## src/rtl/reg32_byte_reader_if.sv

```systemverilog
// reg32_byte_reader_if
// Bundles the word-side and byte-side handshakes of the 32-bit to 8-bit
// serializer.
//   word_in/word_valid/word_ready : 32-bit word handshake (upstream side)
//   abort                         : synchronous cancel of the word in flight
//   byte_out/byte_valid/byte_ready: 8-bit byte handshake (downstream side)
//   byte_lane                     : lane index (0..3) of byte_out
//   last                          : byte_out is the final byte of the word
//   done                          : one-cycle pulse after the final byte handshake
// master = the environment driving words and accepting bytes; slave = the serializer.
interface reg32_byte_reader_if;
  logic [31:0] word_in;
  logic        word_valid;
  logic        word_ready;
  logic        abort;
  logic [7:0]  byte_out;
  logic        byte_valid;
  logic        byte_ready;
  logic [1:0]  byte_lane;
  logic        last;
  logic        done;

  modport master (
    output word_in, word_valid, abort, byte_ready,
    input  word_ready, byte_out, byte_valid, byte_lane, last, done
  );

  modport slave (
    input  word_in, word_valid, abort, byte_ready,
    output word_ready, byte_out, byte_valid, byte_lane, last, done
  );
endinterface

```

## src/rtl/reg32_byte_reader.sv

```systemverilog
// reg32_byte_reader
// Captures a 32-bit word in one cycle and streams it out as four bytes over a
// valid/ready handshake. Lane 0 = bits [7:0], lane 3 = bits [31:24].
// Ports:
//   clk   : system clock, rising edge
//   rst_n : asynchronous active-low reset
//   bus   : reg32_byte_reader_if.slave (word/byte handshakes, abort, done)
// Parameter:
//   MSB_FIRST : 0 sends lanes 0,1,2,3; 1 sends lanes 3,2,1,0
//
// state | meaning
// ------+--------------------------------------------------------------
// IDLE  | waiting for a word; word_ready = 1, no byte presented
// SEND  | presenting byte number count of the held word; word_ready = 0
module reg32_byte_reader #(
  parameter bit MSB_FIRST = 1'b0
) (
  input logic                 clk,
  input logic                 rst_n,
  reg32_byte_reader_if.slave  bus
);

  typedef enum logic {
    IDLE = 1'b0,
    SEND = 1'b1
  } state_t;

  state_t      state;
  state_t      state_nxt;
  logic [31:0] hold;
  logic [31:0] hold_nxt;
  logic [1:0]  count;
  logic [1:0]  count_nxt;
  logic        done_q;
  logic        done_nxt;
  logic [1:0]  lane;
  logic [7:0]  lane_byte;

  always_ff @(posedge clk or negedge rst_n) begin
    if (!rst_n) begin
      state  <= IDLE;
      hold   <= 32'd0;
      count  <= 2'd0;
      done_q <= 1'b0;
    end else begin
      state  <= state_nxt;
      hold   <= hold_nxt;
      count  <= count_nxt;
      done_q <= done_nxt;
    end
  end

  // abort outranks both word acceptance and a simultaneous byte handshake;
  // an aborted byte is treated as undelivered and never produces done.
  always_comb begin
    state_nxt = state;
    hold_nxt  = hold;
    count_nxt = count;
    done_nxt  = 1'b0;
    case (state)
      IDLE: begin
        if (bus.word_valid && !bus.abort) begin
          hold_nxt  = bus.word_in;
          count_nxt = 2'd0;
          state_nxt = SEND;
        end
      end
      SEND: begin
        if (bus.abort) begin
          count_nxt = 2'd0;
          state_nxt = IDLE;
        end else if (bus.byte_ready) begin
          if (count == 2'd3) begin
            count_nxt = 2'd0;
            state_nxt = IDLE;
            done_nxt  = 1'b1;
          end else begin
            count_nxt = count + 2'd1;
          end
        end
      end
      default: begin
        state_nxt = IDLE;
        count_nxt = 2'd0;
      end
    endcase
  end

  // For MSB-first order, 3 - count equals the bitwise inverse of a 2-bit count.
  always_comb begin
    lane = 2'd0;
    if (state == SEND) begin
      lane = MSB_FIRST ? ~count : count;
    end
  end

  always_comb begin
    lane_byte = 8'd0;
    case (lane)
      2'd0:    lane_byte = hold[7:0];
      2'd1:    lane_byte = hold[15:8];
      2'd2:    lane_byte = hold[23:16];
      default: lane_byte = hold[31:24];
    endcase
  end

  // Outputs are decoded straight from registered state so an asynchronous
  // reset drives them to their idle values without waiting for a clock.
  assign bus.word_ready = (state == IDLE);
  assign bus.byte_valid = (state == SEND);
  assign bus.byte_lane  = lane;
  assign bus.byte_out   = (state == SEND) ? lane_byte : 8'd0;
  assign bus.last       = (state == SEND) && (count == 2'd3);
  assign bus.done       = done_q;

endmodule
```

## src/flat_wrapper.sv

```systemverilog
// flat-port wrapper written by rule: the top's interface ports become plain ports
module reg32_byte_reader_flat 
#(
  parameter bit MSB_FIRST = 1'b0
)
  (clk, rst_n, bus_word_in, bus_word_valid, bus_abort, bus_byte_ready, bus_word_ready, bus_byte_out, bus_byte_valid, bus_byte_lane, bus_last, bus_done);
  reg32_byte_reader_if bus_i ();
  input logic clk;
  input logic rst_n;
  input wire logic [$bits(bus_i.word_in)-1:0] bus_word_in;
  input wire logic [$bits(bus_i.word_valid)-1:0] bus_word_valid;
  input wire logic [$bits(bus_i.abort)-1:0] bus_abort;
  input wire logic [$bits(bus_i.byte_ready)-1:0] bus_byte_ready;
  output wire logic [$bits(bus_i.word_ready)-1:0] bus_word_ready;
  output wire logic [$bits(bus_i.byte_out)-1:0] bus_byte_out;
  output wire logic [$bits(bus_i.byte_valid)-1:0] bus_byte_valid;
  output wire logic [$bits(bus_i.byte_lane)-1:0] bus_byte_lane;
  output wire logic [$bits(bus_i.last)-1:0] bus_last;
  output wire logic [$bits(bus_i.done)-1:0] bus_done;
  assign bus_i.word_in = bus_word_in;
  assign bus_i.word_valid = bus_word_valid;
  assign bus_i.abort = bus_abort;
  assign bus_i.byte_ready = bus_byte_ready;
  assign bus_word_ready = bus_i.word_ready;
  assign bus_byte_out = bus_i.byte_out;
  assign bus_byte_valid = bus_i.byte_valid;
  assign bus_byte_lane = bus_i.byte_lane;
  assign bus_last = bus_i.last;
  assign bus_done = bus_i.done;
  reg32_byte_reader #(.MSB_FIRST(MSB_FIRST)) u_core (.clk(clk), .rst_n(rst_n), .bus(bus_i));
endmodule
```

## config.mk

```make
export PLATFORM = sky130hd
export DESIGN_NAME = reg32_byte_reader_flat
export DESIGN_NICKNAME = d
export VERILOG_FILES = /design/src/rtl/reg32_byte_reader_if.sv /design/src/rtl/reg32_byte_reader.sv /design/src/flat_wrapper.sv
export SDC_FILE = /design/constraint.sdc
export NUM_CORES = 1
export LEC_CHECK = 0
export CELL_PAD_IN_SITES_DETAIL_PLACEMENT = 2
export CELL_PAD_IN_SITES_GLOBAL_PLACEMENT = 2
export CORE_ASPECT_RATIO = 1.25
export CORE_MARGIN = 2
export CORE_UTILIZATION = 31
export DETAILED_ROUTE_END_ITERATION = 16
export GPL_TIMING_DRIVEN = 0
export PLACE_DENSITY_LB_ADDON = 0.1
export SLEW_MARGIN = 10
export SYNTH_ARGS = -nofsm -noshare
export SYNTH_HDL_FRONTEND = slang
export SYNTH_SLANG_ARGS = --single-unit
```

## constraint.sdc

```tcl
create_clock -name clk -period 1.65 [get_ports clk]
set_clock_uncertainty 0.2 [all_clocks]
set_input_delay 0.165 -clock clk [delete_from_list [all_inputs] [get_ports clk]]
set_output_delay 0.165 -clock clk [all_outputs]
set_load 0.01 [all_outputs]
```

==> Word-level counts from Yosys, hierarchy flattened <==
Index checks and enable logic that the tools add are counted.
{ "totals": {"mem_count": 0, "mem_bits_rw": 0, "rom_bits": 0, "word_cells": 34, "out_inout_bits": 14, "latchBits": 0, "ff_bits": 36} }
{ "classes": {"div_mod_pow": 0, "n_shift": 0, "addsub": 1, "reduce_logical": 6, "n_mul": 0, "n_mux": 17, "n_eq_ne": 5, "order_cmp": 0, "n_bitwise": 1} }
{ "op_table": {"columns": ["operator", "count"], "rows": [
  ["8-bit one-hot mux with 3 select lines", 1],
  ["2-bit two-way mux", 5],
  ["1-bit two-way mux", 8],
  ["8-bit two-way mux", 1],
  ["2-bit equality test, second input constant", 2],
  ["2-bit one-hot mux with 2 select lines", 1],
  ["2-bit AND reduction", 2],
  ["3-bit inequality test, second input constant", 1],
  ["2-bit by 1-bit adder with 2-bit output, second input constant", 1],
  ["2-bit by 1-bit equality test with 1-bit output, second input constant", 1],
  ["1-bit logical AND", 2],
  ["2-bit zero test", 1],
  ["2-bit by 1-bit inequality test with 1-bit output, second input constant", 1],
  ["1-bit one-hot mux with 2 select lines", 1],
  ["1-bit zero test", 1],
  ["1-bit NOT", 1]
]} }

==> Logic depth before layout (Yosys ltp) <==
Gate-level depths: netlist of the first run.
{ "depth": {"ltp_word": 5, "mapped_depth": 5} }

==> Worst setup path after synthesis of the first run <==
Ideal clock, no wire load.
{ "synth_timing": {"kind": "flip-flop to flip-flop", "startpoint": "register u_core.state, in the netlist u_core.bus.byte_valid", "endpoint": "register u_core.hold[10]", "setup_ns": 0.125, "path_slack_ns": 0.022, "period_less_slack_ns": 1.628, "path_buffers": 2, "stages_incl_launch_ff": 6, "arrival_ns": 1.303, "path_cell_list": "dfrtp_1 inv_2 and3_1 buf_6 buf_6 mux2_4"} }
{ "synth_between": {"elab_chain_cells": 2} }
{ "synth_lines": {"columns": ["item", "line", "rtl"], "rows": [
  ["from (decl)", "reg32_byte_reader.sv:28", "state_t state;"],
  ["from (signal assigned)", "reg32_byte_reader.sv:46", "state <= state_nxt;"],
  ["1-bit NOT (no source line)", null, null],
  ["via bus_word_ready", "flat_wrapper.sv:14", "output wire logic [$bits(bus_i.word_ready)-1:0] bus_word_ready;"],
  ["2-bit AND reduction (no source line)", null, null],
  ["to (signal assigned)", "reg32_byte_reader.sv:47", "hold <= hold_nxt;"],
  ["to (decl)", "reg32_byte_reader.sv:30", "logic [31:0] hold;"]
]} }
The timed path passes the listed nets, and every way through them passes these cells.
A chain may end at the register's enable or synchronous reset.

==> Worst setup path in the final report of the first run <==
{ "layout_timing": {"startpoint": "register u_core.count[0]", "endpoint": "output port bus_byte_out[0]"} }
{ "layout_between": {"elab_chain_cells": 4} }
{ "layout_lines": {"columns": ["item", "line", "rtl"], "rows": [
  ["from (decl)", "reg32_byte_reader.sv:32", "logic [1:0] count;"],
  ["from (signal assigned)", "reg32_byte_reader.sv:48", "count <= count_nxt;"],
  ["2-bit two-way mux (*)", "reg32_byte_reader.sv:92", "if (state == SEND) begin"],
  ["2-bit equality test (tied with other cells)", "reg32_byte_reader.sv:99", "case (lane)"],
  ["8-bit one-hot mux with 3 select lines (*)", "reg32_byte_reader.sv:99", null],
  ["8-bit two-way mux (*)", "reg32_byte_reader.sv:112", "assign bus.byte_out = (state == SEND) ? lane_byte : 8'd0;"],
  ["to (decl)", "flat_wrapper.sv:15", "output wire logic [$bits(bus_i.byte_out)-1:0] bus_byte_out;"]
]} }
Mark *: on every way between the ends. The rest lies on a longest branch, timed or not.

==> results.ini, run 1 <==
[yosys]
syn-num-nets = 158
yosys_warnings = 0
synthesis.area_um2 = 1720
ys_ff_latch = 36
netlist_instances = 120
yosys.area_share.simple_pct = 5.95
syn_area_per_cell_um2 = 14.4
muxShareOfSynthArea_pct = 29.9
synthAdderAreaFrac_pct = 0.726
ys_seq_area_share_pct = 52.2
synth.distinct_cells = 23
synth_top_family_by_area = multiplexers
synth_xor_xnor_area_share_pct = 0
synth_compound_area_share_pct = 7.33

[route]
drtIter0Drc = 35
drc = 0
drt_wl_total_um = 5900
avgRoutedWirePerCell_um = 22.4
drtAntennaViolNets = 0
via_per_inst = 4.98
drt_pass1_iterations = 3
via_count = 1309

[placement]
portBuffers = 50
hpwlAfterDp_um = 3440
gp_congestion = 0.758
place_ws_ns = -0.656

[setup_path]
worstSetupPathType = flip-flop to output pin
crit_chain = buf_6, buf_6, nand3_4, o22ai_2, nor3_2, buf_2
cp.arrival_ns = 1.58
critPathMaxFanout = 7
cp_top_family = buffers and inverters
required_ns = 1.28
crit_path_start_kind = flip-flop
end_kind = output pin
slowest_delay_ns = 0.40
crit_path_frequent_cell = buf_6
critPathSlowestCell = dfrtp_1
critical_path_buf_inv_count = 3

[clocking]
insertion_delay_ns = 0.30
ctsLongestPathBuffers = 2
clock-root-buffer = clkbuf_8
clk_pin_slew_worst_paths_ns = 0.09
numCtsBuffers = 5
htreeDepth = 2
cts_tree = yes
cts_sinks = 36

[floorplanning]
rows = 30
die_area_um2 = 6180
start_util_pct = 31.9
io_pins = 51
die_h_um = 87.4
core_um2 = 5410
die_width_um = 70.7

[timing]
worst_slew_pin_slew_ns = 0.240
setup_viol = 42
fin_ws_ns = -0.290
final.setup.tns_ns = -3.84
hold_viol = 0
max_freq_mhz = 515
min_period_over_period_pct = 118
maxSlewViolCount = 0
rsz0062_at_grt = yes
slew_headroom_pct = 83.9
post-route-min-period_ns = 1.94

[status]
outcome = complete, but fails checks
violations = setup timing

[power]
peakVddDrop_mv = 0.467
power_leakage_nw = 1.22
cellPowerDensity_nw_per_um2 = 922

[global_route]
grt_use_total_pct = 21.0
gr-usage-met1_pct = 22.9
grt_pass1_vias = 1612
use_met3_pct = 3.24
met2_usage_pct = 39.3
grt_max_degree = 36
busiest_layer = met2
grt_overflow = 0
grt_pass1_wl_um = 9320
antenna_found_initial = 0

[layout]
fillCellCount = 517
syn_to_final_growth_pct = 61.6
n_antenna_cell = 0
final_layout_size_suffix_gt1_share_pct = 51.3
fin_nets = 236

[worst_hold_path]
hp-class = primary input to async pin

[run]
maxCapViolations = 0

## power by group
group	leakage (nW)	switching (mW)	total, mW	internal (mW)
Sequential	0.429	0.127	1.17	1.04
Clock	0.0510	0.335	0.669	0.334
Combinational	0.740	0.256	0.734	0.478
Total	1.22	0.719	2.57	1.85
## cell usage after synthesis
library cell / instances / area (um2)
and3_1: 1 / 6.26
a21oi_1: 1 / 5.00
inv_2: 1 / 3.75
ha_1: 1 / 12.5
mux2_2: 2 / 22.5
o2bb2ai_1: 2 / 17.5
mux2i_1: 2 / 20.0
buf_6: 4 / 45.0
a311oi_1: 1 / 8.76
and2_1: 4 / 25.0
nand2_1: 2 / 7.51
dfrtp_1: 36 / 901
inv_1: 1 / 3.75
nand2b_1: 2 / 12.5
clkbuf_1: 1 / 3.75
nor3_1: 7 / 35.0
buf_2: 2 / 10.0
mux4_2: 1 / 22.5
nor2_1: 3 / 11.3
mux2_4: 30 / 450
o21a_1: 1 / 7.51
o22ai_1: 14 / 87.6
nand3_1: 1 / 5.00
## worst min-delay path, cell delays in order
cell           delay, ns
dlygate4sd3_1       0.52
buf_2               0.13
buf_12              0.22
## cell type report
| type | instances | area [um2] | share of cell area (%) |
|---|---|---|---|
| clock buffer | 6 | 82.6 | 2.96 |
| clock inverter | 2 | 10.0 | 0.359 |
| tap | 64 | 80.1 | 2.87 |
| inverter | 2 | 10.0 | 0.359 |
| sequential | 36 | 902 | 32.4 |
| buffer | 4 | 62.6 | 2.25 |
| timing repair buffer | 74 | 719 | 25.8 |
| multi-input combinational | 75 | 920 | 33.0 |
## placed cells by master, fill, tap and decap left out, types with 3 or more instances in the layout
| cell type | synthesis | layout |
|---|---|---|
| o22ai_4 | 0 | 3 |
| o22ai_1 | 14 | 6 |
| clkdlybuf4s50_1 | 0 | 36 |
| o22ai_2 | 0 | 5 |
| clkbuf_8 | 0 | 6 |
| dfrtp_1 | 36 | 35 |
| buf_12 | 0 | 6 |
| buf_6 | 4 | 9 |
| buf_2 | 2 | 9 |
| nor2_1 | 3 | 3 |
| mux2_4 | 30 | 32 |
| buf_4 | 0 | 11 |
| nor3_2 | 0 | 5 |
## path summary, 6_finish.rpt
check / end / slack, ns / depth (start not counted) / start
worst min-delay path: u_core.bus.byte_valid$_DFF_PN0_ / 0.17 / 3 / rst_n
min in group clk: u_core.bus.byte_valid$_DFF_PN0_ / 0.27 / 2 / bus_abort
worst min register to register: u_core.hold[23]$_DFFE_PN0P_ / 0.32 / 1 / u_core.hold[23]$_DFFE_PN0P_
max in group asynchronous: u_core.hold[15]$_DFFE_PN0P_ / 0.59 / 3 / rst_n
worst max-delay path: bus_byte_out[0] / -0.29 / 6 / u_core.count[0]$_DFFE_PN0P_
worst max register to register: u_core.hold[21]$_DFFE_PN0P_ / -0.08 / 6 / u_core.bus.byte_valid$_DFF_PN0_
## stage by stage
stage | hold slack [ns] | power [mW] | area (um2) | util [%] | instances
finish | 0.171 | 2.57 | 2790 | 51.6 | 263
global route | 0.209 | 2.71 | 2790 | 51.6 | 263
CTS | 0.178 | 2.52 | 2770 | 51.3 | 264
detailed placement | -0.234 | 1.74 | 2320 | 42.9 | 235
global placement | 0.293 | 1.71 | 2300 | 42.6 | 234
floorplan | -0.331 | 1.48 | 1720 | - | 120
## flip-flops by register name, indices dropped and copies added (netlist names)
name                   cells
u_core.count               2
u_core.bus.byte_valid      1
u_core.bus.done            1
u_core.hold               32
## routing by layer
layer	part of all wire [%]	vias up
met3	2.9	13
met4	2.8	0
li1	-	599
met1	38	660
met5	0	-
met2	57	37
## cells by family after synthesis
family	after synthesis
buf+inv	9
compound gates	19
flops	36
mux	35
simple gates	20
fa+ha+maj	1
## timing repair
| action | 4_1_cts | 5_1_grt |
|---|---|---|
| buffers inserted | 17 | 6 |
| hold endpoints to repair | 36 | 0 |
| gates resized for setup | 84 | 25 |
| hold buffers | 2 | 0 |
| pin swaps | 4 | 8 |
| cloned | 3 | 0 |
| setup endpoints to repair | 42 | 44 |
No activity file was read; power rests on OpenSTA's default activity.
==> run 2, diff against run 1 <==
ABC_AREA = 0   (was not set)
HOLD_SLACK_MARGIN = 0.15   (was not set)
REMOVE_ABC_BUFFERS = 1   (was not set)
==> run 2 against run 1 <==
  * The flow still finishes with violations (setup timing)
  * Hold slack worse by 0.010 ns
  * Critical path type unchanged
  * Total power is 1.6% lower
  * Flip-flop and latch count stayed put
  * Cell area is 1.7% lower
  * Wire length is 6.7% lower
  * Register-to-register slack better by 0.04 ns
  * Fmax is 0.70% lower
==> results.ini, run 2 (synthesis results as in run 1) <==
[status]
outcome = complete, but fails checks  ; unchanged
violations = setup timing  ; unchanged

[clocking]
ctsLongestPathBuffers = 2  ; unchanged
htreeDepth = 2  ; unchanged
numCtsBuffers = 5  ; unchanged
clk_pin_slew_worst_paths_ns = 0.08  ; was 0.09 ns
cts_sinks = 36  ; unchanged
cts_tree = yes  ; unchanged
clock-root-buffer = clkbuf_8  ; unchanged
insertion_delay_ns = 0.29  ; was 0.30 ns

[global_route]
antenna_found_initial = 0  ; unchanged
grt_use_total_pct = 17.8  ; was 21.0%
grt_overflow = 0  ; unchanged
grt_pass1_wl_um = 8140  ; was 9320 um
grt_pass1_vias = 1493  ; was 1612
grt_max_degree = 21  ; was 36

[route]
drtAntennaViolNets = 0  ; unchanged
drt_pass1_iterations = 3  ; unchanged
via_per_inst = 5.03  ; was 4.98
via_count = 1298  ; was 1309
drc = 0  ; unchanged
drtIter0Drc = 31  ; was 35
drt_wl_total_um = 5510  ; was 5900 um
avgRoutedWirePerCell_um = 21.4  ; was 22.4 um

[layout]
reg_top3 = u_core.hold (32), u_core.count (2)  ; unchanged
largest_reg_flops = 32  ; unchanged
top_register = u_core.hold  ; unchanged
n_antenna_cell = 0  ; unchanged
layout_common_cells = 36 x clkdlybuf4s50_1, 33 x dfrtp_1, 32 x mux2_4  ; was 36 x clkdlybuf4s50_1, 35 x dfrtp_1, 32 x mux2_4
syn_to_final_growth_pct = 58.9  ; was 61.6%
final_cell_count_no_fill = 258  ; was 263
final_layout_size_suffix_gt1_share_pct = 51.0  ; was 51.3%
fin_nets = 231  ; was 236
final_common_cell = clkdlybuf4s50_1  ; unchanged

[floorplanning]
io_pins = 51  ; unchanged
start_util_pct = 31.9  ; unchanged
core_um2 = 5410  ; unchanged
die_area_um2 = 6180  ; unchanged
die_width_um = 70.7  ; unchanged
die_h_um = 87.4  ; unchanged
rows = 30  ; unchanged

[setup_path]
worstSetupPathType = flip-flop to output pin  ; unchanged
critPathMaxFanout = 7  ; unchanged
required_ns = 1.28  ; about the same
crit_path_start_kind = flip-flop  ; unchanged
cp.arrival_ns = 1.59  ; was 1.58 ns
reg2reg_to = u_core.hold[11]$_DFFE_PN0P_  ; was u_core.hold[21]$_DFFE_PN0P_
r2r_cells = 4  ; was 6
r2r_slack_ns = -0.04  ; was -0.08 ns
rr_startpoint = u_core.bus.byte_valid$_DFF_PN0_  ; unchanged
end_kind = output pin  ; unchanged

[timing]
post-route-min-period_ns = 1.95  ; was 1.94 ns
rsz0062_at_grt = yes  ; unchanged
setup_viol = 36  ; was 42
slew_headroom_pct = 69.0  ; was 83.9%
max_freq_mhz = 512  ; was 515 MHz
min_period_over_period_pct = 118  ; about the same
maxSlewViolCount = 0  ; unchanged
final.setup.tns_ns = -2.44  ; was -3.84 ns
hold_viol = 0  ; unchanged
fin_ws_ns = -0.304  ; was -0.290 ns
worst_slew_pin_slew_ns = 0.464  ; was 0.240 ns

[placement]
place_ws_ns = -0.669  ; was -0.656 ns
portBuffers = 50  ; unchanged
gp_congestion = 0.719  ; was 0.758
placed_cells = 229  ; was 235
hpwlAfterDp_um = 3070  ; was 3440 um

[power]
cellPowerDensity_nw_per_um2 = 923  ; was 922 nW/um2
peakVddDrop_mv = 0.399  ; was 0.467 mV
power_leakage_nw = 1.20  ; was 1.22 nW

[run]
maxCapViolations = 0  ; unchanged

[worst_hold_path]
hp-class = primary input to async pin  ; unchanged

-- run 2: cell types whose count changed in the layout (fill, tap and decap cells not counted), sizes merged --
| cell | previous run | this run |
|---|---|---|
| clkinv | 2 | 3 |
| dlygate4sd3 | 2 | 1 |
| clkdlybuf4s15 | 0 | 1 |
| inv | 2 | 1 |
| clkbuf | 7 | 8 |
| buf | 37 | 32 |
| dlygate4sd2 | 2 | 1 |
-- run 2: how the worst max path moves through the flow --
| stage | cells after the start | from | endpoint | slack [ns] |
|---|---|---|---|---|
| 2_1_floorplan | 3 | u_core.bus.byte_valid$_DFF_PN0_ | u_core.hold[0]$_DFFE_PN0P_ | -1.02 |
| 3_3_place_gp | 3 | u_core.bus.byte_valid$_DFF_PN0_ | u_core.hold[1]$_DFFE_PN0P_ | -1.46 |
| 3_5_place_dp | 4 | u_core.bus.byte_valid$_DFF_PN0_ | bus_byte_out[1] | -0.67 |
| 4_1_cts | 3 | u_core.count[0]$_DFFE_PN0P_ | bus_byte_out[7] | -0.22 |
| 5_1_grt | 5 | u_core.count[0]$_DFFE_PN0P_ | bus_byte_out[0] | -0.38 |
| 6_report | 5 | u_core.count[0]$_DFFE_PN0P_ | bus_byte_out[0] | -0.30 |
-- run 2: area by class of cell --
type | count | area (um2)
Fill cell | 514 | 2670
Inverter | 2 | 12.5
Sequential cell | 36 | 905
Multi-Input combinational cell | 75 | 888
Timing Repair Buffer | 73 | 762
Tap cell | 64 | 80.1
Clock buffer | 6 | 82.6
Clock inverter | 2 | 10.0
-- run 2: layer usage --
layer	routed length, um	GRT usage [%]
met5	0	0
met4	125	7.20
met3	216	4.05
met2	3010	31.0
met1	2160	21.2
-- run 2: repair_timing --
action,CTS,global route
gates resized for setup,85,10
setup buffers,14,5
hold endpoints to repair,36,0
pin swaps,13,5
cloned,1,2
hold buffers,1,0
setup endpoints to repair,45,42
-- run 2: where the power goes --
| group | leakage (nW) | switching, mW | internal, mW |
|---|---|---|---|
| clock | 0.0510 | 0.339 | 0.334 |
| combinational | 0.722 | 0.241 | 0.461 |
| sequential | 0.426 | 0.114 | 1.04 |
| total | 1.20 | 0.695 | 1.83 |
-- run 2: per-stage QoR --
step / hold WS [ns] / area, um2 / util, % / total power, mW
after floorplan: -0.331 / 1670 / - / 1.47
after detailed placement: -0.0566 / 2290 / 42.4 / 1.72
final: 0.160 / 2740 / 50.7 / 2.53
after global placement: 0.287 / 2250 / 41.6 / 1.69
after CTS: 0.169 / 2630 / 48.6 / 2.51
after global routing: 0.199 / 2740 / 50.7 / 2.65
-- run 2: worst max-delay path: stages (launching register included) --
cell	delay [ns]
dfrtp_2	0.43
buf_6	0.13
o21a_4	0.22
o22ai_2	0.11
nor3_1	0.23
buf_2	0.18
==> run 3, diff against run 2 <==
SLEW_MARGIN = 25   (was 10)
==> results of run 3 <==
The final DEF is identical to that of run 2; final timing and power are the same.
